## src/rtl/mem_arb_pkg.sv

```systemverilog
// Shared types and constants for the unified memory arbiter:
// FSM state encoding and the port-select values.
package mem_arb_pkg;

    typedef enum logic [1:0] {
        IDLE = 2'd0,
        WAIT = 2'd1,
        RESP = 2'd2
    } state_t;

    localparam logic GRANT_I = 1'b0;
    localparam logic GRANT_D = 1'b1;

endpackage

```

## src/rtl/unified_mem_arbiter_if.sv

```systemverilog
// Bundle of the fetch port, data port and memory-side signals of the
// unified memory arbiter, with arbiter-side and environment-side views.
interface unified_mem_arbiter_if #(
    parameter int ADDR_W = 8,
    parameter int DATA_W = 32
);
    // Requesters raise req and hold it with stable address/data until their
    // one-cycle ack; the arbiter holds mem_req with stable mem_* until mem_ack.
    logic              i_req;
    logic [ADDR_W-1:0] i_addr;
    logic              i_ack;
    logic [DATA_W-1:0] i_rdata;
    logic              d_req;
    logic              d_we;
    logic [ADDR_W-1:0] d_addr;
    logic [DATA_W-1:0] d_wdata;
    logic              d_ack;
    logic [DATA_W-1:0] d_rdata;
    logic              err;
    logic              mem_req;
    logic              mem_we;
    logic [ADDR_W-1:0] mem_addr;
    logic [DATA_W-1:0] mem_wdata;
    logic              mem_ack;
    logic [DATA_W-1:0] mem_rdata;

    modport slave (
        input  i_req, i_addr, d_req, d_we, d_addr, d_wdata, mem_ack, mem_rdata,
        output i_ack, i_rdata, d_ack, d_rdata, err,
               mem_req, mem_we, mem_addr, mem_wdata
    );

    modport master (
        output i_req, i_addr, d_req, d_we, d_addr, d_wdata, mem_ack, mem_rdata,
        input  i_ack, i_rdata, d_ack, d_rdata, err,
               mem_req, mem_we, mem_addr, mem_wdata
    );

endinterface

```

## src/rtl/arb_rr2.sv

```systemverilog
// Two-input round-robin arbiter: on a tie the port not granted last wins,
// a lone request wins outright. Purely combinational.
module arb_rr2
    import mem_arb_pkg::*;
(
    input  logic [1:0] req,
    input  logic       last_grant,
    output logic       grant
);

    always_comb begin
        grant = GRANT_I;
        if (req == 2'b11) begin
            grant = ~last_grant;
        end else if (req[1]) begin
            grant = GRANT_D;
        end
    end

endmodule

```

## src/rtl/unified_mem_arbiter.sv

```systemverilog
// Shares one single-port memory between the fetch and data ports, one
// transaction at a time, with round-robin arbitration and an ack timeout.
module unified_mem_arbiter
    import mem_arb_pkg::*;
#(
    parameter int ADDR_W  = 8,
    parameter int DATA_W  = 32,
    parameter int TIMEOUT = 15
) (
    input  logic                  clk,
    input  logic                  rst_n,
    unified_mem_arbiter_if.slave  bus,
    output state_t                state
);

    localparam int TMR_W = $clog2(TIMEOUT + 1);

    state_t            state_q;
    logic              last_grant;
    logic              cur_grant;
    logic              grant;
    logic [TMR_W-1:0]  timer;
    logic [DATA_W-1:0] rdata_cap;
    logic              err_flag;

    logic              i_ack_q;
    logic [DATA_W-1:0] i_rdata_q;
    logic              d_ack_q;
    logic [DATA_W-1:0] d_rdata_q;
    logic              err_q;
    logic              mem_req_q;
    logic              mem_we_q;
    logic [ADDR_W-1:0] mem_addr_q;
    logic [DATA_W-1:0] mem_wdata_q;

    arb_rr2 u_arb (
        .req        ({bus.d_req, bus.i_req}),
        .last_grant (last_grant),
        .grant      (grant)
    );

    always_ff @(posedge clk or negedge rst_n) begin
        if (!rst_n) begin
            state_q     <= IDLE;
            last_grant  <= GRANT_I;
            cur_grant   <= GRANT_I;
            timer       <= '0;
            rdata_cap   <= '0;
            err_flag    <= 1'b0;
            i_ack_q     <= 1'b0;
            i_rdata_q   <= '0;
            d_ack_q     <= 1'b0;
            d_rdata_q   <= '0;
            err_q       <= 1'b0;
            mem_req_q   <= 1'b0;
            mem_we_q    <= 1'b0;
            mem_addr_q  <= '0;
            mem_wdata_q <= '0;
        end else begin
            case (state_q)
                IDLE: begin
                    i_ack_q   <= 1'b0;
                    d_ack_q   <= 1'b0;
                    err_q     <= 1'b0;
                    i_rdata_q <= '0;
                    d_rdata_q <= '0;
                    // While an ack is visible the requester has not yet had a
                    // chance to drop req, so a still-high req is not a new one.
                    if (!(i_ack_q || d_ack_q) && (bus.i_req || bus.d_req)) begin
                        cur_grant <= grant;
                        mem_req_q <= 1'b1;
                        timer     <= '0;
                        err_flag  <= 1'b0;
                        state_q   <= WAIT;
                        if (grant == GRANT_D) begin
                            mem_addr_q  <= bus.d_addr;
                            mem_we_q    <= bus.d_we;
                            mem_wdata_q <= bus.d_wdata;
                        end else begin
                            mem_addr_q  <= bus.i_addr;
                            mem_we_q    <= 1'b0;
                            mem_wdata_q <= '0;
                        end
                    end
                end
                WAIT: begin
                    if (bus.mem_ack) begin
                        rdata_cap <= mem_we_q ? '0 : bus.mem_rdata;
                        mem_req_q <= 1'b0;
                        mem_we_q  <= 1'b0;
                        err_flag  <= 1'b0;
                        state_q   <= RESP;
                    end else if (timer == TMR_W'(TIMEOUT - 1)) begin
                        rdata_cap <= '0;
                        mem_req_q <= 1'b0;
                        mem_we_q  <= 1'b0;
                        err_flag  <= 1'b1;
                        state_q   <= RESP;
                    end else begin
                        timer <= timer + TMR_W'(1);
                    end
                end
                RESP: begin
                    if (cur_grant == GRANT_D) begin
                        d_ack_q   <= 1'b1;
                        d_rdata_q <= rdata_cap;
                    end else begin
                        i_ack_q   <= 1'b1;
                        i_rdata_q <= rdata_cap;
                    end
                    err_q      <= err_flag;
                    last_grant <= cur_grant;
                    state_q    <= IDLE;
                end
                default: state_q <= IDLE;
            endcase
        end
    end

    assign state         = state_q;
    assign bus.i_ack     = i_ack_q;
    assign bus.i_rdata   = i_rdata_q;
    assign bus.d_ack     = d_ack_q;
    assign bus.d_rdata   = d_rdata_q;
    assign bus.err       = err_q;
    assign bus.mem_req   = mem_req_q;
    assign bus.mem_we    = mem_we_q;
    assign bus.mem_addr  = mem_addr_q;
    assign bus.mem_wdata = mem_wdata_q;

endmodule

```

## src/flat_wrapper.sv

```systemverilog
// flat-port wrapper written by rule: the top's interface ports become plain ports
module unified_mem_arbiter_flat import mem_arb_pkg::*;
#(
    parameter int ADDR_W  = 8,
    parameter int DATA_W  = 32,
    parameter int TIMEOUT = 15
)
  (clk, rst_n, state, bus_i_req, bus_i_addr, bus_d_req, bus_d_we, bus_d_addr, bus_d_wdata, bus_mem_ack, bus_mem_rdata, bus_i_ack, bus_i_rdata, bus_d_ack, bus_d_rdata, bus_err, bus_mem_req, bus_mem_we, bus_mem_addr, bus_mem_wdata);
  unified_mem_arbiter_if #(.ADDR_W(ADDR_W), .DATA_W(DATA_W)) bus_i ();
  input  logic clk;
  input  logic rst_n;
  output state_t state;
  input wire logic [$bits(bus_i.i_req)-1:0] bus_i_req;
  input wire logic [$bits(bus_i.i_addr)-1:0] bus_i_addr;
  input wire logic [$bits(bus_i.d_req)-1:0] bus_d_req;
  input wire logic [$bits(bus_i.d_we)-1:0] bus_d_we;
  input wire logic [$bits(bus_i.d_addr)-1:0] bus_d_addr;
  input wire logic [$bits(bus_i.d_wdata)-1:0] bus_d_wdata;
  input wire logic [$bits(bus_i.mem_ack)-1:0] bus_mem_ack;
  input wire logic [$bits(bus_i.mem_rdata)-1:0] bus_mem_rdata;
  output wire logic [$bits(bus_i.i_ack)-1:0] bus_i_ack;
  output wire logic [$bits(bus_i.i_rdata)-1:0] bus_i_rdata;
  output wire logic [$bits(bus_i.d_ack)-1:0] bus_d_ack;
  output wire logic [$bits(bus_i.d_rdata)-1:0] bus_d_rdata;
  output wire logic [$bits(bus_i.err)-1:0] bus_err;
  output wire logic [$bits(bus_i.mem_req)-1:0] bus_mem_req;
  output wire logic [$bits(bus_i.mem_we)-1:0] bus_mem_we;
  output wire logic [$bits(bus_i.mem_addr)-1:0] bus_mem_addr;
  output wire logic [$bits(bus_i.mem_wdata)-1:0] bus_mem_wdata;
  assign bus_i.i_req = bus_i_req;
  assign bus_i.i_addr = bus_i_addr;
  assign bus_i.d_req = bus_d_req;
  assign bus_i.d_we = bus_d_we;
  assign bus_i.d_addr = bus_d_addr;
  assign bus_i.d_wdata = bus_d_wdata;
  assign bus_i.mem_ack = bus_mem_ack;
  assign bus_i.mem_rdata = bus_mem_rdata;
  assign bus_i_ack = bus_i.i_ack;
  assign bus_i_rdata = bus_i.i_rdata;
  assign bus_d_ack = bus_i.d_ack;
  assign bus_d_rdata = bus_i.d_rdata;
  assign bus_err = bus_i.err;
  assign bus_mem_req = bus_i.mem_req;
  assign bus_mem_we = bus_i.mem_we;
  assign bus_mem_addr = bus_i.mem_addr;
  assign bus_mem_wdata = bus_i.mem_wdata;
  unified_mem_arbiter #(.ADDR_W(ADDR_W), .DATA_W(DATA_W), .TIMEOUT(TIMEOUT)) u_core (.clk(clk), .rst_n(rst_n), .bus(bus_i), .state(state));
endmodule
```

## config.mk

```make
export PLATFORM = sky130hd
export DESIGN_NAME = unified_mem_arbiter_flat
export DESIGN_NICKNAME = d
export VERILOG_FILES = /design/src/rtl/mem_arb_pkg.sv /design/src/rtl/unified_mem_arbiter_if.sv /design/src/rtl/arb_rr2.sv /design/src/rtl/unified_mem_arbiter.sv /design/src/flat_wrapper.sv
export SDC_FILE = /design/constraint.sdc
export NUM_CORES = 1
export LEC_CHECK = 0
export ABC_AREA = 0
export CAP_MARGIN = 5
export CORE_MARGIN = 2
export CORE_UTILIZATION = 30
export DETAILED_ROUTE_END_ITERATION = 16
export PLACE_DENSITY_LB_ADDON = 0.1
export SYNTH_ARGS = -nofsm -noshare
export SYNTH_HDL_FRONTEND = slang
export SYNTH_SLANG_ARGS = --single-unit
export TNS_END_PERCENT = 10
```

## constraint.sdc

```tcl
create_clock -name clk -period 4.85 [get_ports clk]
set_input_delay 0.485 -clock clk [delete_from_list [all_inputs] [get_ports clk]]
set_output_delay 0.485 -clock clk [all_outputs]
set_load 0.05 [all_outputs]
```

==> results of run 1 <==
-- cell families after synthesis --
logic type               synth area share (%)
flip-flops                              64.31
adder cells (fa/ha/maj)                0.4287
buffers and inverters                   4.201
AO/OA/AOI/OAI                           15.50
AND/OR/NAND/NOR                         13.85
XOR/XNOR                               0.1501
multiplexers                            1.565
-- report_power, final --
group	total [mW]	internal [mW]	switching, mW
Combinational	2.23	0.687	1.54
Sequential	1.93	1.63	0.292
Clock	1.35	0.808	0.538
-- tightest hold or removal path, cell delays in order (launching register included) --
cell and delay (ps):
dfrtp_1 340, nand2_1 40, o21ai_0 60
-- synth_stat cells --
| library cell | count |
|---|---|
| inv_1 | 5 |
| a32o_1 | 1 |
| and2_1 | 2 |
| clkbuf_1 | 12 |
| buf_8 | 3 |
| a22o_1 | 65 |
| mux2i_1 | 8 |
| o21a_1 | 1 |
| nor2_1 | 8 |
| xnor2_1 | 1 |
| a21o_1 | 3 |
| mux2_2 | 1 |
| nor3_1 | 1 |
| a21boi_2 | 1 |
| o221ai_1 | 1 |
| o21ai_1 | 1 |
| ha_1 | 2 |
| inv_8 | 1 |
| a221o_1 | 1 |
| buf_2 | 22 |
| nand3_1 | 34 |
| a31oi_1 | 1 |
| o211ai_1 | 1 |
| nand4_1 | 2 |
| nor3b_2 | 1 |
| dfrtp_1 | 150 |
| o22ai_1 | 1 |
| inv_2 | 1 |
| a21oi_1 | 5 |
| or3_1 | 1 |
| o21ai_0 | 43 |
| and3_1 | 1 |
| nor2b_1 | 2 |
| buf_6 | 1 |
| nand2_1 | 144 |
-- placed cells by master, fill, tap and decap left out, types with 5 or more instances in the layout --
cell             Yosys  layout
a22o_1              65      65
dfrtp_1            150     150
buf_4                0       5
nand2_1            144     144
mux2i_1              8       8
clkdlybuf4s50_1      0     195
nor2_1               8       7
clkbuf_16            0      17
inv_1                5       5
a21oi_1              5       5
o21ai_0             43      43
nand3_1             34      34
-- flip-flops by register name (all words and copies together) (netlist names) --
signal	flops
u_core.bus.i_ack	1
u_core.bus.mem_we	1
u_core.bus.d_ack	1
u_core.state	2
u_core.last_grant	1
u_core.bus.d_rdata	32
u_core.bus.mem_wdata	32
u_core.rdata_cap	32
u_core.bus.mem_req	1
u_core.timer	4
u_core.bus.mem_addr	8
u_core.bus.i_rdata	32
u_core.cur_grant	1
u_core.err_flag	1
u_core.bus.err	1
-- cell type report --
class / instances / area, µm²
diodes: 1 / 2.502
clock buffers: 20 / 466.7
clock inverters: 12 / 140.1
fillers: 1827 / 10660
inverters: 7 / 33.78
multi-input cells: 333 / 1874
flip-flops and latches: 150 / 3754
well taps: 265 / 331.6
repair buffers: 202 / 2011
-- stage by stage --
stage / setup slack [ps] / hold WS, ps / utilization [%] / instance area [µm²]
after floorplan: 3091 / 189.4 / - / 5837
after global placement: 2329 / 440.7 / 41.48 / 7994
after detailed placement: 2280 / 449.7 / 41.48 / 7994
after CTS: 2379 / 483.8 / 44.68 / 8611
after global routing: 2309 / 515.5 / 44.68 / 8611
final: 2408 / 476.6 / 44.70 / 8613
-- how the worst max path moves through the flow --
stage               depth (start not counted)                         from                          endpoint  slack, ps
floorplan                                   6  u_core.state[0]$_DFFE_PN0P_   u_core.rdata_cap[0]$_DFFE_PN0P_       3090
global placement                            6                  bus_mem_ack  u_core.rdata_cap[30]$_DFFE_PN0P_       2330
detailed placement                          6                  bus_mem_ack  u_core.rdata_cap[12]$_DFFE_PN0P_       2280
CTS                                         1  u_core.state[1]$_DFFE_PN0P_                          state[1]       2380
global route                                1  u_core.state[1]$_DFFE_PN0P_                          state[1]       2310
finish                                      1  u_core.state[1]$_DFFE_PN0P_                          state[1]       2410
-- what timing repair did --
item	4_1_cts	5_1_grt
endpoints found under the setup margin	0	0
hold buffers	1	0
hold endpoints to repair	16	0
-- layer usage --
metal / GRT usage [%] / share of wire (%)
met1: 20.33 / 44
met2: 25.11 / 45
met3: 7.631 / 10
met4: 4.334 / 0.91
met5: 0 / 0
==> results.toml, run 1 <==
[status]
run_status = "complete, no violations"

[setup_path]
r2r-start = "u_core.timer[0]$_DFFE_PN0P_"
path_cells = "clkdlybuf4s50_1"
ff2ff_path_depth = 7
start_kind = "flop"
worstPathRequired_ps = 4370
worstReg2RegEnd = "u_core.rdata_cap[12]$_DFFE_PN0P_"
crit_fanout = 13
path_delay_family = "buffers and inverters"
worstPathArrival_ps = 1960
crit_buf_inv = 1
rrSetupSlack_ps = 2590
critical_path_class = "flop to output port"
cp_slowest_cell = "clkdlybuf4s50_1"
critPathCaptureType = "output port"
slowest_delay_ps = 920

[sta]
layout_min_cycle_time_ps = 2442
worst_slew_pin_slew_ps = 1040
skew_ps = 8.436
fin_crit_sh_pct = 50.36
setup_viol = 0
slew_viol_final = 0
max_freq_ghz = 0.4094
rsz0062_at_grt = "no"
tns_ps = 0
slew_headroom_pct = 30.41
hold_violations = 0

[floorplan]
start_util_pct = 30.29
core_area_um2 = 19270
die_height_um = 143.5
die_area_um2 = 20590
rows = 51
io_pins = 197
fp.dieW_um = 143.5

[hold_path]
hold_class = "flop to flop"
hold_start = "u_core.bus.mem_wdata[9]$_DFFE_PN0P_"
hold_path_depth = 2
hold_end = "u_core.bus.mem_wdata[9]$_DFFE_PN0P_"

[clock_tree]
h-tree-depth = 4
clk_latency_ps = 410
cts_max_path_buffers = 2
clock-sinks = 150
post-cts-setup-buffers = 0
cts_buffers = 17
root_buffer = "clkbuf_16"
clkTransAtPathRegs_ps = 60
cts_tree = "done"
cts_resized = 0

[pwr]
fin_total_pwr_mw = 5.498
vdd_drop_max_uv = 332.6
power_density_nw_per_um2 = 638.3
power_leakage_nw = 3.931

[synth]
synth_top_area_cell = "dfrtp_1"
synth_top_area_share_pct = 64.31
syn_area_um2 = 5837
synth-seq-cells = 150
ys_types = 35
synthCells = 528
ys_seq_area_share_pct = 64.31
ys_top_cells_by_area = "dfrtp_1, a22o_1, nand2_1"
yosysWarningCount = 0
avgSynthCellArea_um2 = 11.05
synthesis.nets = 616

[job]
cap_violations = 0

[placement]
placed_cells = 956
portBuffers = 196
hpwlAfterDp_um = 10680
place_congestion = 0.7266

[cells_and_area]
final_cells = 990
drive_gt1_share_pct = 6.630
nets = 799
area_delta_synth_final_pct = 47.57

[global_routing]
grt_max_degree = 81
grt_overflow = 0
grt_use_total_pct = 16.18
grt_pass1_vias = 4736
antenna_found_initial = 1
grt_pass1_wl_um = 25670

[drt]
drt_first_pass_iters = 6
drc = 0
vias = 4584
totalWireLength_um = 16130
wl_per_cell_um = 16.29
routed_via_density = 4.630
ant_nets = 0
drt_iter0_drc = 202
No activity file was read; power rests on OpenSTA's default activity.
==> run 2, diff against run 1 <==
- clock period: 4.85 -> 2.1 ns (I/O delays scaled with it)
==> run 2 against run 1 <==
  * Count of clock-buffer cells in the layout is the same
  * Highest routed layer unchanged
  * Register-to-register slack lost 2400 ps
  * Routed wire length grew 1.1%
  * Sequential power grew 130%
  * Critical path type unchanged
  * Clock power grew 100%
  * Non-clock buffer count grew 13
==> results.toml, run 2 (synthesis gave the netlist of run 1 again) <==
[global_routing]
grt_overflow = 0
grt_pass1_wl_um = 26230
antenna_found_initial = 0
grt_use_total_pct = 16.46
grt_max_degree = 81
grt_pass1_vias = 4758

[clock_tree]
cts_max_path_buffers = 2
clk_latency_ps = 410
h-tree-depth = 4
cts_tree = "done"
ctsHoldBuffers = 1
cts_buffers = 17
cts_resized = 0
root_buffer = "clkbuf_16"
clock-sinks = 150
clkTransAtPathRegs_ps = 60
post-cts-setup-buffers = 0

[setup_path]
ff2ff_path_depth = 7
worstPathRequired_ps = 1890
rrSetupSlack_ps = 160
r2r-start = "u_core.timer[0]$_DFFE_PN0P_"
critical_path_class = "flop to output port"
worstPathArrival_ps = 1800
start_kind = "flop"
worstReg2RegEnd = "u_core.rdata_cap[13]$_DFFE_PN0P_"
crit_fanout = 8
cp-startpoint = "u_core.state[0]$_DFFE_PN0P_"
path_cells = "clkdlybuf4s50_1"
crit_buf_inv = 1
critPathCaptureType = "output port"
path_delay_family = "buffers and inverters"
cp_slowest_cell = "clkdlybuf4s50_1"
path_depth = 1
slowest_delay_ps = 870

[sta]
skew_ps = 10.15
tns_ps = 0
max_freq_ghz = 0.4986
slew_viol_final = 0
worst_slew_pin_slew_ps = 583.6
fin_crit_sh_pct = 95.51
rsz0062_at_grt = "no"
hold_violations = 0
fin_ws_ps = 94.23
layout_min_cycle_time_ps = 2006
slew_headroom_pct = 60.97
setup_viol = 0

[placement]
hpwlAfterDp_um = 11070
place_congestion = 0.7654
portBuffers = 196
place_ws_ps = 205.4

[floorplan]
fp.dieW_um = 143.5
rows = 51
die_height_um = 143.5
io_pins = 197
die_area_um2 = 20590
start_util_pct = 30.29
core_area_um2 = 19270

[drt]
drt_iter0_drc = 212
drc = 0
wl_per_cell_um = 16.28
totalWireLength_um = 16300
routed_via_density = 4.609
drt_first_pass_iters = 4
vias = 4614
ant_nets = 0

[pwr]
power_density_nw_per_um2 = 1439
fin_total_pwr_mw = 12.55
vdd_drop_max_uv = 819.6
power_leakage_nw = 3.981

[cells_and_area]
multi_input_area_um2 = 1874
area_delta_synth_final_pct = 49.43
final_cell_mix = "clkdlybuf4s50_1, dfrtp_1, nand2_1"
final_common_cell = "clkdlybuf4s50_1"
n_antenna_cell = 0
fill_cells = 1812
utilization_pct = 45.26
seq_area_um2 = 3754
nets = 812
drive_gt1_share_pct = 8.152

[job]
cap_violations = 0

[status]
run_status = "complete, no violations"

[hold_path]
hold_class = "primary input to asynchronous set/reset pin"
[run 2: power breakdown]
part / internal (mW) / total, mW / switching [mW]
logic: 1.75 / 5.35 / 3.60
clock network: 1.57 / 2.76 / 1.19
registers: 3.77 / 4.44 / 0.669
total: 7.09 / 12.5 / 5.46
[run 2: final cells by class]
class	count	area share, %
clock buffers	20	5.236
clock inverters	11	0.9037
inverters	7	0.3873
multi-input cells	333	21.49
flip-flops and latches	150	43.04
well taps	265	3.801
repair buffers	215	25.15
[run 2: how the worst max path moves through the flow]
stage                                             to  slack [ps]
floorplan            u_core.rdata_cap[0]$_DFFE_PN0P_         340
global placement     u_core.rdata_cap[1]$_DFFE_PN0P_         270
detailed placement  u_core.rdata_cap[30]$_DFFE_PN0P_         210
CTS                                         state[0]          70
global route         u_core.rdata_cap[1]$_DFFE_PN0P_          10
finish                                      state[0]          90
[run 2: metal layers]
| metal | vias up | wire [µm] | share of wire (%) | GRT usage [%] |
|---|---|---|---|---|
| met5 | - | 0 | 0 | 0 |
| met1 | 2219 | 7488 | 46 | 22.03 |
| met3 | 14 | 1420 | 8.7 | 6.498 |
| met4 | 0 | 160 | 0.98 | 4.799 |
| met2 | 165 | 7232 | 44 | 24.74 |
| li1 | 2216 | - | - | - |
[run 2: per-stage QoR]
| step | cells | hold WS (ps) | instance area [µm²] |
|---|---|---|---|
| 4_1_cts | 1001 | 309.6 | 8722 |
| 3_5_place_dp | 969 | 180.7 | 8177 |
| 5_1_grt | 1001 | 326.7 | 8722 |
| 3_3_place_gp | 969 | 175.9 | 8177 |
| 2_1_floorplan | 528 | -85.59 | 5837 |
| 6_report | 1001 | 310.9 | 8722 |
